[src/rtl/fsm_byte_sched.sv]
// ---------------------------------------------------------------------------
// fsm_byte_sched
//
// Byte-serial scheduler around a 5-state Moore sequence detector.
// A byte is accepted on a valid/ready handshake, its bits are fed to the
// detector LSB first (one bit per clock), and the detector output z after
// every bit is collected into a mask plus a population count. The result is
// then presented on a valid/ready output until the consumer takes it.
//
// Ports
//   clk         rising-edge clock for all state
//   reset       asynchronous, active-high reset
//   in_valid    producer offers in_data
//   in_ready    high only while idle (a new byte can be taken)
//   in_data     W-bit byte, applied to the detector LSB first
//   in_clr      at accept: restart the detector from state A
//   out_valid   result available (held until out_ready)
//   out_ready   consumer takes the result
//   out_zmask   bit i = detector z after bit i was applied
//   out_zcount  number of ones in out_zmask
//   fsm_state   current detector state encoding (debug)
// ---------------------------------------------------------------------------
module fsm_byte_sched #(
    parameter int W  = 8,
    parameter int CW = $clog2(W + 1)
) (
    input  logic          clk,
    input  logic          reset,
    input  logic          in_valid,
    output logic          in_ready,
    input  logic [W-1:0]  in_data,
    input  logic          in_clr,
    output logic          out_valid,
    input  logic          out_ready,
    output logic [W-1:0]  out_zmask,
    output logic [CW-1:0] out_zcount,
    output logic [2:0]    fsm_state
);

    localparam int IW = (W > 1) ? $clog2(W) : 1;
    localparam logic [IW-1:0] LAST_IDX = IW'(W - 1);

    typedef enum logic [1:0] {
        CTL_IDLE   = 2'b00,
        CTL_SHIFT  = 2'b01,
        CTL_REPORT = 2'b10
    } ctl_t;

    typedef enum logic [2:0] {
        DET_A = 3'b000,
        DET_B = 3'b001,
        DET_C = 3'b010,
        DET_D = 3'b011,
        DET_E = 3'b100
    } det_t;

    ctl_t           ctl_q, ctl_d;
    det_t           det_q, det_d;
    logic [W-1:0]   data_q, data_d;
    logic [IW-1:0]  idx_q, idx_d;
    logic [W-1:0]   zmask_q, zmask_d;
    logic [CW-1:0]  zcount_q, zcount_d;

    det_t           det_step;
    logic           z_step;

    // Detector transition table; the three unused encodings fall back to A
    // so a corrupted state heals on its next update.
    function automatic det_t det_next(input det_t s, input logic x);
        det_t n;
        case (s)
            DET_A:   n = x ? DET_B : DET_A;
            DET_B:   n = x ? DET_E : DET_B;
            DET_C:   n = x ? DET_B : DET_C;
            DET_D:   n = x ? DET_C : DET_B;
            DET_E:   n = x ? DET_E : DET_D;
            default: n = DET_A;
        endcase
        return n;
    endfunction

    always_comb begin
        ctl_d    = ctl_q;
        det_d    = det_q;
        data_d   = data_q;
        idx_d    = idx_q;
        zmask_d  = zmask_q;
        zcount_d = zcount_q;

        // Moore output of the state the detector moves into this cycle.
        det_step = det_next(det_q, data_q[idx_q]);
        z_step   = (det_step == DET_D) || (det_step == DET_E);

        case (ctl_q)
            CTL_IDLE: begin
                if (in_valid) begin
                    data_d   = in_data;
                    idx_d    = '0;
                    zmask_d  = '0;
                    zcount_d = '0;
                    if (in_clr) begin
                        det_d = DET_A;
                    end
                    ctl_d = CTL_SHIFT;
                end
            end
            CTL_SHIFT: begin
                det_d          = det_step;
                zmask_d[idx_q] = z_step;
                zcount_d       = zcount_q + CW'(z_step);
                if (idx_q == LAST_IDX) begin
                    ctl_d = CTL_REPORT;
                end else begin
                    idx_d = idx_q + IW'(1);
                end
            end
            CTL_REPORT: begin
                if (out_ready) begin
                    ctl_d = CTL_IDLE;
                end
            end
            default: begin
                ctl_d = CTL_IDLE;
            end
        endcase
    end

    always_ff @(posedge clk or posedge reset) begin
        if (reset) begin
            ctl_q    <= CTL_IDLE;
            det_q    <= DET_A;
            data_q   <= '0;
            idx_q    <= '0;
            zmask_q  <= '0;
            zcount_q <= '0;
        end else begin
            ctl_q    <= ctl_d;
            det_q    <= det_d;
            data_q   <= data_d;
            idx_q    <= idx_d;
            zmask_q  <= zmask_d;
            zcount_q <= zcount_d;
        end
    end

    assign in_ready   = (ctl_q == CTL_IDLE);
    assign out_valid  = (ctl_q == CTL_REPORT);
    assign out_zmask  = zmask_q;
    assign out_zcount = zcount_q;
    assign fsm_state  = det_q;

endmodule

[config.mk]
export PLATFORM = sky130hd
export DESIGN_NAME = fsm_byte_sched
export DESIGN_NICKNAME = d
export VERILOG_FILES = /design/src/rtl/fsm_byte_sched.sv
export SDC_FILE = /design/constraint.sdc
export NUM_CORES = 1
export LEC_CHECK = 0
export CELL_PAD_IN_SITES_DETAIL_PLACEMENT = 0
export CELL_PAD_IN_SITES_GLOBAL_PLACEMENT = 1
export CORE_MARGIN = 5
export CORE_UTILIZATION = 34
export CTS_CLUSTER_SIZE = 28
export DETAILED_ROUTE_END_ITERATION = 8
export PLACE_DENSITY = 0.82
export SKIP_LAST_GASP = 1
export SLEW_MARGIN = 20
export SYNTH_ARGS = -nofsm -noshare
export SYNTH_HDL_FRONTEND = slang
export SYNTH_SLANG_ARGS = --single-unit
[constraint.sdc]
create_clock -name clk -period 2.3 [get_ports clk]
set_input_delay 0.23 -clock clk [delete_from_list [all_inputs] [get_ports clk]]
set_output_delay 0.23 -clock clk [all_outputs]
set_load 0.02 [all_outputs]
==> impl_metrics.json <==
{
  "initial_core_util_pct": 35.2,
  "cap_violations": 0,
  "fin_cells": 226,
  "maxSlewHeadroom_pct": 71.9,
  "pwr-share-clk_pct": 11.2,
  "slowest_stage": "mux4_2",
  "clkTransAtPathRegs_ps": 90,
  "grt_max_degree": 29,
  "post-synth-top-area-cell": "dfrtp_1",
  "p_switching_mw": 0.969,
  "setup-tns-final_ps": 0,
  "coreArea_um2": 4000,
  "synth_ff_type": "dfrtp_1",
  "swShare_pct": 40.9,
  "synth.net_count": 160,
  "cp.arrival_ps": 2360,
  "clock_sinks": 28,
  "cp-start-kind": "flop",
  "wire_per_inst_um": 13.6,
  "place_hpwl_um": 2270,
  "layout_commonest_cell": "nand2_1",
  "insertion_delay_ps": 270,
  "status": "finished, final reports clean",
  "antenna_found_initial": 0,
  "avgSynthCellArea_um2": 9.83,
  "final_core_util_pct": 45.7,
  "cts_buffer_depth": 2,
  "first_pass_iters": 5,
  "synthTopCellsByArea": "dfrtp_1 (50%), nand2_1 (9.6%), mux2i_1 (5.0%)",
  "power_density_nw_per_um2": 1300,
  "crit_family": "multiplexers",
  "ir_worst_vdd_mv": 0.448,
  "area_delta_synth_final_pct": 30.0,
  "fin_nets": 195,
  "layout_common_cells": "nand2_1 (36), clkdlybuf4s50_1 (29), dfrtp_1 (27)",
  "cpMostUsedCell": "ha_1",
  "htree_levels": 1,
  "yosysWarnings": 0,
  "clock_skew_ps": 3.27,
  "grt_pass1_wl_um": 5150,
  "stdcell_area_um2": 1830,
  "cts_root_buf": "clkbuf_8",
  "die_x_um": 74.3,
  "synth-edff-count": 0,
  "dieArea_um2": 5520,
  "ctsHoldBuffers": 0,
  "numCtsBuffers": 3,
  "synthesis.area_um2": 1410,
  "vias": 1137,
  "grt_usage_pct": 11.8,
  "synth_cell_types": 29,
  "cp.required_ps": 2510,
  "hold_viol_final": 0,
  "clock.fmax_ghz": 0.465,
  "synth-async-reset-ratio_pct": 100,
  "dpl.cell_count": 221,
  "viasPerCell": 5.03,
  "diodes": 0,
  "seqPwrFrac_pct": 36.1,
  "drive_gt1_share_pct": 13.1,
  "drt_iter0_drc": 67,
  "pin_count": 30,
  "ant_nets": 0,
  "path_cells": "mux2i_1 -> mux4_2 -> o32a_1 -> inv_1 -> ha_1 -> ha_1 -> nand2_1 -> xor2_1 -> nor2_1",
  "power_frac_comb_pct": 52.6,
  "die_y_um": 74.3,
  "leakage_nw": 0.860,
  "internal_power_mw": 1.40,
  "worst_pin_slew_ps": 416,
  "setup_violations": 0,
  "portBuffers": 29,
  "period_share_pct": 93.6,
  "drc": 0,
  "path_max_fanout": 5,
  "fin_total_pwr_mw": 2.37,
  "hp-class": "in2async",
  "cts_tree": "done",
  "rsz0062_at_grt": "no",
  "grt_pass1_vias": 1149,
  "slowest_delay_ps": 500,
  "critPathKind": "reg2reg",
  "synth_cells": 143,
  "slew_viol_final": 0,
  "gr-total-overflow": 0,
  "fillers": 362,
  "yosys.area.top_type_share_pct": 49.8,
  "rows": 23,
  "crit_path_end_kind": "flop",
  "crit_buf_inv": 1,
  "min_period_ps": 2150,
  "ys_ff_latch": 28,
  "placed_cell_area_um2": 1770,
  "seq_area_frac_synth_pct": 49.8,
  "place_congestion": 0.801,
  "drt-total-wl_um": 3070
}
## synth_stat cells, drive strengths merged (3+ instances only)
cell type / instances
inv: 6
or4: 3
ha: 4
buf: 3
dfrtp: 28
nand3: 12
mux2i: 7
clkbuf: 6
o41ai: 4
o21ai: 6
nand2b: 4
nor2: 5
o311ai: 3
nand2: 36
## registers in the layout, indices dropped and copies added (netlist names)
signal      flops
ctl_q           2
out_zcount      4
data_q          8
fsm_state       3
out_zmask       8
idx_q           3
## worst paths after layout
kind | startpoint | to | slack, ps | cells after the start
max | idx_q[0] | out_zcount[2] | 150 | 9
min | reset | data_q[7] | 310 | 3
max reg2reg | idx_q[0] | out_zcount[2] | 150 | 9
min reg2reg | data_q[5] | data_q[5] | 480 | 2
max in group asynchronous | reset | idx_q[0] | 1710 | 3
min in group clk | in_data[5] | data_q[5] | 480 | 3
## routing by layer
layer	vias up	global-route usage, %	part of all wire, %
li1	563	-	-
met1	533	15.4	46
met2	32	19.7	47
met3	9	2.30	5.7
met4	0	4.15	1.7
met5	-	0	0
## per-stage QoR
step	worst slack, ps	hold WS, ps
finish	147	312
detailed placement	82.4	465
global placement	154	470
floorplan	17.1	295
global route	35.6	353
CTS	58.0	326
## worst reg2reg max path, stage by stage, from the launching register on
cell	delay (ps)
dfrtp_2	470
mux2i_1	130
mux4_2	500
o32a_1	360
inv_1	60
ha_1	150
ha_1	140
nand2_1	60
xor2_1	140
nor2_1	90
## cell type report
cell class                 instances  area, um^2  area share [%]
inverter                           6        22.5            1.23
sequential                        28         702            38.4
clock buffer                       3        41.3            2.26
timing repair buffer              39         365            20.0
tap                               50        62.6            3.42
multi-input combinational        100         634            34.7
## cells by family after synthesis
group	count (synthesis)	synth area share, %
flops	28	49.8
mux	9	7.38
xor+xnor	3	1.87
simple gates	67	22.2
compound gates	17	10.1
buf+inv	15	5.07
fa+ha+maj	4	3.56
## power groups by stage
stage          combinational, mW  clock [mW]  sequential (mW)
3_5_place_dp                1.21           0            0.864
2_1_floorplan              0.708           0            0.937
4_1_cts                     1.21       0.275            0.854
5_1_grt                     1.37       0.286            0.891
6_report                    1.25       0.266            0.856
3_3_place_gp                1.16           0            0.856
## repair_timing
action,4_1_cts,5_1_grt
buffers inserted,0,2
resized for setup,0,1
hold endpoints to repair,0,0
setup endpoints to repair,0,2
Power figures use the tool's default switching activity.
